<file path="config.mk">
export PLATFORM = sky130hd
export DESIGN_NAME = rtc_alarm_ctrl
export DESIGN_NICKNAME = d
export VERILOG_FILES = /design/src/rtl/rtc_alarm_ctrl.sv
export SDC_FILE = /design/constraint.sdc
export NUM_CORES = 1
export LEC_CHECK = 0
export CAP_MARGIN = 15
export CORE_ASPECT_RATIO = 0.9
export CORE_MARGIN = 4
export CORE_UTILIZATION = 50
export DETAILED_ROUTE_END_ITERATION = 8
export PLACE_DENSITY_LB_ADDON = 0.1
export SKIP_CTS_REPAIR_TIMING = 1
export SLEW_MARGIN = 20
export SYNTH_ARGS = -nofsm -noshare
export SYNTH_HDL_FRONTEND = slang
export SYNTH_SLANG_ARGS = --single-unit
</file>
<file path="constraint.sdc">
create_clock -name wb_clk_i -period 7.4 [get_ports wb_clk_i]
set_input_delay 0.74 -clock wb_clk_i [delete_from_list [all_inputs] [get_ports wb_clk_i]]
set_output_delay 0.74 -clock wb_clk_i [all_outputs]
set_load 0.02 [all_outputs]
</file>
<file path="src/rtl/rtc_alarm_ctrl.sv">
// Wishbone-programmable RTC alarm comparator with confirm filtering,
// one-shot/periodic re-arming, sticky pending flag and saturating fire counter.
module rtc_alarm_ctrl #(
  parameter logic [15:0] PERIOD_RST     = 16'd0,
  parameter int unsigned CONFIRM_CYCLES = 2
) (
  input  logic        wb_clk_i,
  input  logic        wb_rst_n_i,
  input  logic        wb_cyc_i,
  input  logic        wb_stb_i,
  input  logic        wb_we_i,
  input  logic [15:0] wb_adr_i,
  input  logic [15:0] wb_dat_i,
  output logic [15:0] wb_dat_o,
  output logic        wb_ack_o,
  input  logic [47:0] current_time,
  output logic        rtc_alarm
);

  typedef enum logic [1:0] {
    ST_IDLE    = 2'd0,
    ST_ARMED   = 2'd1,
    ST_CONFIRM = 2'd2
  } state_t;

  localparam logic [2:0] CONFIRM_LIMIT = 3'(CONFIRM_CYCLES);

  localparam logic [3:0] ADR_ALARM_2    = 4'd0;
  localparam logic [3:0] ADR_ALARM_1    = 4'd1;
  localparam logic [3:0] ADR_ALARM_0    = 4'd2;
  localparam logic [3:0] ADR_CTRL       = 4'd3;
  localparam logic [3:0] ADR_STATUS     = 4'd4;
  localparam logic [3:0] ADR_PERIOD     = 4'd5;
  localparam logic [3:0] ADR_FIRE_COUNT = 4'd6;

  logic        access;
  logic        wr_en;
  logic        rd_en;
  logic [3:0]  adr;
  logic        adr_unused;

  logic [15:0] alarm_buf2;
  logic [15:0] alarm_buf1;
  logic [15:0] alarm_buf0;
  logic [47:0] alarm;
  logic        ctrl_en;
  logic        ctrl_periodic;
  logic        ctrl_irq_en;
  logic [15:0] period;
  logic        pending;
  logic [15:0] fire_count;
  state_t      state;
  logic [2:0]  confirm_cnt;

  logic        wr_alarm2;
  logic        wr_alarm1;
  logic        wr_alarm0;
  logic        wr_ctrl;
  logic        wr_status;
  logic        wr_period;
  logic        wr_fire_count;
  logic        time_reached;
  logic        fire;
  logic        reload_en;
  logic        armed;
  logic [15:0] rdata;

  assign adr        = wb_adr_i[3:0];
  assign adr_unused = ^wb_adr_i[15:4];

  // A new access is accepted only while no ack is outstanding, giving ack every other cycle.
  assign access = wb_cyc_i & wb_stb_i & ~wb_ack_o;
  assign wr_en  = access & wb_we_i;
  assign rd_en  = access & ~wb_we_i;

  assign wr_alarm2     = wr_en & (adr == ADR_ALARM_2);
  assign wr_alarm1     = wr_en & (adr == ADR_ALARM_1);
  assign wr_alarm0     = wr_en & (adr == ADR_ALARM_0);
  assign wr_ctrl       = wr_en & (adr == ADR_CTRL);
  assign wr_status     = wr_en & (adr == ADR_STATUS);
  assign wr_period     = wr_en & (adr == ADR_PERIOD);
  assign wr_fire_count = wr_en & (adr == ADR_FIRE_COUNT);

  assign time_reached = (current_time >= alarm);
  assign fire         = (state == ST_CONFIRM) & time_reached &
                        ((confirm_cnt + 3'd1) >= CONFIRM_LIMIT);
  assign reload_en    = ctrl_periodic & (period != 16'd0);
  assign armed        = (state == ST_ARMED) | (state == ST_CONFIRM);
  assign rtc_alarm    = pending & ctrl_irq_en;

  // Register read mux; unmapped addresses return zero.
  always_comb begin
    rdata = 16'd0;
    case (adr)
      ADR_ALARM_2:    rdata = alarm_buf2;
      ADR_ALARM_1:    rdata = alarm_buf1;
      ADR_ALARM_0:    rdata = alarm_buf0;
      ADR_CTRL:       rdata = {13'd0, ctrl_irq_en, ctrl_periodic, ctrl_en};
      ADR_STATUS:     rdata = {14'd0, armed, pending};
      ADR_PERIOD:     rdata = period;
      ADR_FIRE_COUNT: rdata = fire_count;
      default:        rdata = 16'd0;
    endcase
  end

  // Wishbone handshake: registered ack and read data.
  always_ff @(posedge wb_clk_i or negedge wb_rst_n_i) begin
    if (!wb_rst_n_i) begin
      wb_ack_o <= 1'b0;
      wb_dat_o <= 16'd0;
    end else begin
      wb_ack_o <= access;
      wb_dat_o <= rd_en ? rdata : 16'd0;
    end
  end

  // Plain read/write configuration registers.
  always_ff @(posedge wb_clk_i or negedge wb_rst_n_i) begin
    if (!wb_rst_n_i) begin
      alarm_buf2    <= 16'd0;
      alarm_buf1    <= 16'd0;
      alarm_buf0    <= 16'd0;
      ctrl_en       <= 1'b0;
      ctrl_periodic <= 1'b0;
      ctrl_irq_en   <= 1'b0;
      period        <= PERIOD_RST;
    end else begin
      if (wr_alarm2) alarm_buf2 <= wb_dat_i;
      if (wr_alarm1) alarm_buf1 <= wb_dat_i;
      if (wr_alarm0) alarm_buf0 <= wb_dat_i;
      if (wr_period) period     <= wb_dat_i;
      if (wr_ctrl) begin
        ctrl_en       <= wb_dat_i[0];
        ctrl_periodic <= wb_dat_i[1];
        ctrl_irq_en   <= wb_dat_i[2];
      end
    end
  end

  // Alarm FSM with pending flag and fire counter; register writes override the FSM step.
  always_ff @(posedge wb_clk_i or negedge wb_rst_n_i) begin
    if (!wb_rst_n_i) begin
      state       <= ST_IDLE;
      confirm_cnt <= 3'd0;
      alarm       <= 48'd0;
      pending     <= 1'b0;
      fire_count  <= 16'd0;
    end else begin
      case (state)
        ST_IDLE: begin
          confirm_cnt <= 3'd0;
        end
        ST_ARMED: begin
          confirm_cnt <= 3'd0;
          if (time_reached) state <= ST_CONFIRM;
        end
        ST_CONFIRM: begin
          if (!time_reached) begin
            state       <= ST_ARMED;
            confirm_cnt <= 3'd0;
          end else if (fire) begin
            confirm_cnt <= 3'd0;
            if (reload_en) begin
              alarm <= alarm + {32'd0, period};
              state <= ST_ARMED;
            end else begin
              state <= ST_IDLE;
            end
          end else begin
            confirm_cnt <= confirm_cnt + 3'd1;
          end
        end
        default: begin
          state       <= ST_IDLE;
          confirm_cnt <= 3'd0;
        end
      endcase

      // Set beats W1C clear when both land on the same edge.
      if (fire) begin
        pending <= 1'b1;
      end else if (wr_status && wb_dat_i[0]) begin
        pending <= 1'b0;
      end

      if (fire) begin
        if (wr_fire_count) begin
          fire_count <= 16'd1;
        end else if (fire_count != 16'hFFFF) begin
          fire_count <= fire_count + 16'd1;
        end
      end else if (wr_fire_count) begin
        fire_count <= 16'd0;
      end

      if (wr_ctrl) begin
        if (!wb_dat_i[0]) begin
          state       <= ST_IDLE;
          confirm_cnt <= 3'd0;
        end else if (!ctrl_en) begin
          state       <= ST_ARMED;
          confirm_cnt <= 3'd0;
        end
      end

      // A commit replaces any periodic reload computed on this edge.
      if (wr_alarm0) begin
        alarm <= {alarm_buf2, alarm_buf1, wb_dat_i};
        if (ctrl_en) begin
          state       <= ST_ARMED;
          confirm_cnt <= 3'd0;
        end
      end
    end
  end

endmodule
</file>
* Word level (Yosys, flattened, before mapping)
Cells that the tools add are included.
Word-level totals: output and inout bits 18, word-level logic and storage cells 90, input port bits 85, register bits 154
Operators by class: order comparisons 2, multiplexer cells 31, bitwise operators 18, reductions and logical operators 13, $add $sub $neg 3, equality and inequality tests 9
Operator list (number):
- $mux 48 | 5
- $pmux 16 s7 | 1
- $mux 16 | 5
- $add 48x16->48 | 1
- $ge 48x48->1 | 1
- $mux 3 | 8
- $add 16x1->16 const B | 1
- $mux 2 | 8
- $ne 16x16->1 const B | 1
- $reduce_bool 16->1 | 1
- $and 1x1->1 | 15
- $reduce_bool 2->1 | 7
- $eq 4x3->1 const B | 3
- $eq 4x2->1 const B | 2
- $pmux 2 s3 | 1
- $eq 4x1->1 const B | 1
- $logic_not 4->1 | 1
- $reduce_and 4->1 | 1
- $add 3x1->3 const B | 1
- $ge 3x2->1 const B | 1
- $mux 1 | 3
- $eq 2x1->1 const B | 1
- $eq 2x2->1 const B | 1
- $logic_not 2->1 | 1
- other kinds (4) | 5

* Logic depth before layout (Yosys ltp)
Gate-level depths: netlist (run 1).
depth in word-level cells 11, gate-level depth with buffers 13, depth with buffers taken out 12

* Least setup slack after synthesis (run 1)
No wires, ideal clock.
path kind input port to flip-flop, from input current_time[41], to register alarm[40], arrival time 2891 ps, path slack 4384 ps, buffers on the path 0, library setup time 125 ps, stages 10, data required time 7275 ps, cells stage by stage ha_1 > nand4_2 > nor4_4 > nand2_2 > nor4b_4 > o41ai_4 > a21oi_4 > nand4_1 > xnor2_1 > mux2_2
On the way: longest elaborated chain between the ends 5, elaborated cells between the ends (all ways) 6, classes of those cells 1 x order compare; 2 x bitwise; 3 x reduce/logical
RTL lines:
- start, declared | line 16 | input logic [47:0] current_time,
- $ge 48x48->1 * | line 84 | assign time_reached = (current_time >= alarm);
- $and 1x1->1 (2 in series) | line 85 | assign fire = (state == ST_CONFIRM) & time_reached &
- $reduce_bool 2->1 (no source line)
- $reduce_and 4->1 (no source line) *
- end signal, assigned | line 164 | alarm <= alarm + {32'd0, period};
- end signal, assigned | line 208 | alarm <= {alarm_buf2, alarm_buf1, wb_dat_i};
- end, declared | line 45 | logic [47:0] alarm;
Every way passes the cells marked *; elsewhere a longest branch is shown, timed or not. A chain may end at the register's enable or synchronous reset.

* Worst setup path after layout (run 1)
from input current_time[13], to register alarm[40]
Same word-level chain as after synthesis.

==> results of run 1 <==
==> synthesized netlist by cell type (19+ instances only) <==
| master | number |
|---|---|
| nand3_1 | 34 |
| clkbuf_1 | 24 |
| ha_1 | 71 |
| nand4_1 | 35 |
| nand2_1 | 124 |
| xnor2_1 | 40 |
| a22oi_1 | 30 |
| o21ai_0 | 35 |
| a21oi_1 | 56 |
| mux2_2 | 53 |
| inv_1 | 58 |
| nor2_1 | 49 |
| and3_1 | 19 |
| dfrtp_1 | 154 |
==> per-stage QoR <==
stage | util | instance area (µm²)
after floorplan | - | 9240
after global placement | 0.579 | 10400
after detailed placement | 0.579 | 10400
after CTS | 0.611 | 10900
after global routing | 0.611 | 10900
final | 0.611 | 10900
==> per-layer routing <==
metal | routed length, µm | global-route usage | up-vias
li1 | - | - | 3625
met1 | 11700 | 0.362 | 3659
met2 | 11200 | 0.376 | 259
met3 | 1770 | 0.0533 | 41
met4 | 662 | 0.0901 | 0
met5 | 0 | 0 | -
==> layout make-up <==
type	instances	area, µm²
timing repair buffer	100	977
clock buffer	20	447
clock inverter	11	124
sequential	154	3850
inverter	58	218
multi-input combinational	714	5020
fill	1566	6960
tap	240	300
==> cell families after synthesis <==
group	Yosys count
AOI/OAI and AO/OA	204
xor gates and xnor gates	56
adders and majority gates	72
buffers and inverters	95
DFF	154
muxes	54
other	1
and+or+nand+nor	326
==> power by group <==
part	internal (mW)	switching, mW
logic	0.343	0.434
clock network	0.503	0.345
registers	0.968	0.113
==> registers in the layout, indices dropped and copies added (netlist names) <==
name	cells
alarm	48
alarm_buf0	16
alarm_buf1	16
alarm_buf2	16
confirm_cnt	3
ctrl_en	1
ctrl_irq_en	1
ctrl_periodic	1
fire_count	16
pending	1
period	16
state	2
wb_ack_o	1
wb_dat_o	16
==> final timing paths <==
kind                                   from             end  slack (ps)
min                              wb_rst_n_i   alarm_buf1[1]         390
min reg2reg                  confirm_cnt[0]  confirm_cnt[0]         470
max                        current_time[13]       alarm[40]        3050
max in group asynchronous        wb_rst_n_i  alarm_buf1[13]        5660
max reg2reg                       alarm[13]       alarm[40]        3370
min in group wb_clk_i        confirm_cnt[0]  confirm_cnt[0]         470
==> worst max-delay path: cells and delay by family <==
kind            cells  cell delay, ps
xor+xnor            1             200
simple gates        2             650
buf+inv             2             850
compound gates      5            1640
fa+ha+maj           1             300
mux                 1             260
==> impl_metrics.yaml, run 1 <==
status:
  outcome: "completed"
global_route:
  antenna_found_initial: 0
  grt_pass1_vias: 7261
  grt.overflow.total: 0
  grt_pass1_wl_mm: 39.5
  grt_usage: 0.252
  grt_max_degree: 88
critical_path:
  critPathMaxFanout: 30
  worstPathArrival_ps: 4650
  max_stage_delay_ps: 560
  rr_worst_depth: 12
  endpoint_kind: "register"
  worst_path_max_delay_cell: "a21oi_4"
  critPathKind: "input pin to register"
  startpoint_type: "input pin"
  cp.required_ps: 7710
  path_cells: "clkdlybuf4s50_1 > ha_1 > a21oi_1 > o21ai_0 > a41oi_1 > nor4b_4 > o41ai_4 > a21oi_4 > buf_4 > nand4_1 > xnor2_1 > mux2_2"
flow_run:
  cap_viol_max_count: 0
drt:
  via_per_inst: 5.85
  drc: 0
  wirelength_mm: 25.3
  ant_nets: 0
  routed-via-count: 7584
  drt-pass1-iter-count: 7
  drtIter0Drc: 520
  avgRoutedWirePerCell_um: 19.5
synth:
  syn_inst: 962
  synth_top_family_by_area: "simple AND/OR/NAND/NOR gates"
  synth_fa_ha_area_frac: 0.0984
  synth.area.top_cells: "dfrtp_1 (42%), ha_1 (9.6%), mux2_2 (6.5%)"
  synth_ff_type: "dfrtp_1"
  synth_top_area_cell: "dfrtp_1"
  synth.avg_cell_area_um2: 9.60
  netlist-cell-type-count: 65
  synth_top_area_frac: 0.417
  synth_compound_area_frac: 0.145
  async_flop_share: 1.00
  synth.area.mux_share: 0.0657
  synth-seq-area-share: 0.417
  synthXorXnorAreaFrac: 0.0531
  yosysWarnings: 0
  ys_ff_latch: 154
  yosys.area_share.simple: 0.177
  synth_edf_count: 0
  synth_area_um2: 9230
floorplan:
  fp.dieW_um: 151
  rows: 46
  die_area_um2: 20700
  ios: 103
  design.core.area_um2: 17900
  die_h_um: 137
  initial_core_util: 0.516
power:
  report.power.total_mw: 2.70
  p_leak_nw: 4.99
  vdd_drop_max_mv: 0.196
  powerDensity_nw_per_um2: 247
cells_and_area:
  stdcell_count: 1297
  drive_gt1_frac: 0.110
  layout.nets: 1202
  antenna_cells: 0
  final_common_cell: "dfrtp_1"
  final_cell_mix: "dfrtp_1 (154), nand2_1 (124), clkdlybuf4s50_1 (89), ha_1 (71), inv_1 (58)"
  syn2layout_area_growth_pct: 18.4
sta:
  finalWorstSetupSlack_ps: 3050
  layout_min_cycle_time_ps: 4350
  final_hold_viol_count: 0
  slew_viol_final: 0
  fin_tns_setup_ps: 0
  tightestPinTransition_ps: 1150
  min_period_over_period: 0.588
  timing.hold.ws_ps: 389
  setup_viol: 0
  fmax_mhz: 230
  final.setup_skew_ps: 15.2
  rsz0062_at_grt: "false"
  slew_headroom: 0.224
cts:
  clk_latency_ps: 430
  clock_sinks: 154
  cts_buffer_depth: 2
  tritoncts: "built"
  cts.clk_slew.worst_paths_ps: 60
  numCtsBuffers: 17
  cts_root_buffer: "clkbuf_16"
  htreeDepth: 4
placed_design:
  io_buffers: 90
  placed_cells_incl_taps: 1266
  gp_congestion: 0.825
  hpwlAfterDp_mm: 18.5
  pre_cts_slack_ps: 2670
min_path:
  hold_path.class: "input pin to asynchronous set/reset pin"
Power figures use the tool's default switching activity.
==> run 2: changes to the inputs <==
==> constraint.sdc (replaced) <==
create_clock -name wb_clk_i -period 4.1 [get_ports wb_clk_i]
set_input_delay 0.41 -clock wb_clk_i [delete_from_list [all_inputs] [get_ports wb_clk_i]]
set_output_delay 0.41 -clock wb_clk_i [all_outputs]
set_load 0.02 [all_outputs]
==> run 2 against run 1 <==
Compared with the run above:
- setup slack got worse by 2500 ps
- power rose by 86%
- combinational power grew 80%
- register-to-register slack worse by 2900 ps
- global-route usage fell by 0.13 points
- count of clock-buffer cells in the layout fell by 1
- sequential share of layout area decreased by 0.40 points
- cell area increased by 1.2%
- utilization increased by 0.71 points
- via count increased by 0.37%
- largest cell class unchanged
==> impl_metrics.yaml, run 2 (synthesized netlist as in run 1, its figures left out) <==
placed_design:
  placed_cells_incl_taps: 1274
  hpwlAfterDp_mm: 18.5
  io_buffers: 90
  gp_congestion: 0.877
  pre_cts_slack_ps: 321
power:
  vdd_drop_max_mv: 0.297
  report.power.total_mw: 5.02
  powerDensity_nw_per_um2: 454
  p_leak_nw: 5.05
critical_path:
  critPathBufInv: 2
  max_stage_delay_ps: 560
  cp.required_ps: 4410
  critPathKind: "register to register"
  worstPathArrival_ps: 3890
  path_cells: "ha_1 > inv_1 > fa_1 > and2b_1 > o2111ai_1 > and4b_1 > nor3_2 > nand3_1 > a311oi_4 > buf_4 > nand4_1 > xnor2_1 > o21ai_1"
  path_delay_family: "simple AND/OR/NAND/NOR gates"
  startpoint_type: "register"
  worst_path_max_delay_cell: "a311oi_4"
  critPathMaxFanout: 10
  endpoint_kind: "register"
cells_and_area:
  largest_reg_flops: 48
  stdcell_count: 1306
  syn2layout_area_growth_pct: 19.8
  final_common_cell: "dfrtp_1"
  antenna_cells: 0
  drive_gt1_frac: 0.118
  layout.nets: 1210
  fin_util: 0.618
  largest-register: "alarm"
  final_cell_mix: "dfrtp_1 (154), nand2_1 (124), clkdlybuf4s50_1 (89), ha_1 (71), inv_1 (58)"
drt:
  avgRoutedWirePerCell_um: 19.2
  drc: 0
  via_per_inst: 5.83
  ant_nets: 0
  wirelength_mm: 25.1
  drt-pass1-iter-count: 5
  routed-via-count: 7612
  drtIter0Drc: 630
global_route:
  grt_max_degree: 98
  antenna_found_initial: 0
  grt_pass1_vias: 7331
  grt_pass1_wl_mm: 39.6
  grt_usage: 0.250
  grt.overflow.total: 0
sta:
  rsz0062_at_grt: "false"
  min_period_over_period: 0.875
  finalWorstSetupSlack_ps: 512
  layout_min_cycle_time_ps: 3590
  fmax_mhz: 279
  final.setup_skew_ps: 9.49
  tightestPinTransition_ps: 983
  slew_viol_final: 0
  slew_headroom: 0.344
  setup_viol: 0
  fin_tns_setup_ps: 0
  final_hold_viol_count: 0
cts:
  htreeDepth: 4
  cts_root_buffer: "clkbuf_16"
  numCtsBuffers: 17
  clock_sinks: 154
  clk_latency_ps: 430
  tritoncts: "built"
  cts.clk_slew.worst_paths_ps: 60
  cts_buffer_depth: 2
min_path:
  hold_path.class: "input pin to asynchronous set/reset pin"
flow_run:
  cap_viol_max_count: 0
floorplan:
  die_h_um: 137
  design.core.area_um2: 17900
  ios: 103
  die_area_um2: 20700
  rows: 46
  initial_core_util: 0.516
  fp.dieW_um: 151
status:
  outcome: "completed"
==> run 2: cell types whose count changed in the layout (fill, tap and decap cells not counted), moves of 2 or more <==
cell | before | now
bufinv_16 | 2 | 4
buf_12 | 0 | 2
clkinv_4 | 3 | 0
clkinv_2 | 3 | 5
buf_4 | 10 | 16
==> run 2: path summary, 6_finish.rpt <==
kind / startpoint / endpoint / slack, ps / cells past startpoint
worst max-delay path: alarm[0] / alarm[22] / 510 / 13
worst min-delay path: wb_rst_n_i / confirm_cnt[1] / 60 / 1
worst max register to register: alarm[0] / alarm[22] / 510 / 13
max in group asynchronous: wb_rst_n_i / alarm_buf2[12] / 3220 / 2
min in group wb_clk_i: alarm_buf0[13] / alarm_buf0[13] / 480 / 2
worst min register to register: alarm_buf0[13] / alarm_buf0[13] / 480 / 2
==> run 2: worst reg2reg max path: stages (launching register included) <==
cell	delay (ps)
dfrtp_1	420
ha_1	240
inv_1	70
fa_1	370
and2b_1	250
o2111ai_1	170
and4b_1	240
nor3_2	260
nand3_1	200
a311oi_4	560
buf_4	270
nand4_1	120
xnor2_1	220
o21ai_1	70
==> run 2: power by group <==
| part | switching (mW) | internal, mW |
|---|---|---|
| clock | 0.644 | 1.03 |
| sequential | 0.206 | 1.75 |
| combinational | 0.774 | 0.621 |
| total | 1.62 | 3.40 |
==> run 2: routing by layer <==
metal,vias to the layer above,global-route usage,share of wire,wire length (µm)
li1,3644,-,-,-
met1,3686,0.362,0.46,11600
met2,252,0.377,0.45,11400
met3,30,0.0523,0.066,1660
met4,0,0.0806,0.020,493
met5,-,0,0,0
==> run 2: final cells by class <==
class,instances,area (µm²)
Sequential cell,154,3850
Clock inverter,13,175
Tap cell,240,300
Timing Repair Buffer,108,1060
Fill cell,1567,6840
Inverter,58,218
Clock buffer,19,443
Multi-Input combinational cell,714,5010
==> run 2: metrics by stage <==
| stage | cell area [µm²] | hold WS, ps |
|---|---|---|
| 6_report | 11100 | 61.8 |
| 5_1_grt | 11100 | 129 |
| 4_1_cts | 11100 | 109 |
| 3_5_place_dp | 10400 | 463 |
| 3_3_place_gp | 10400 | 459 |
| 2_1_floorplan | 9240 | 114 |
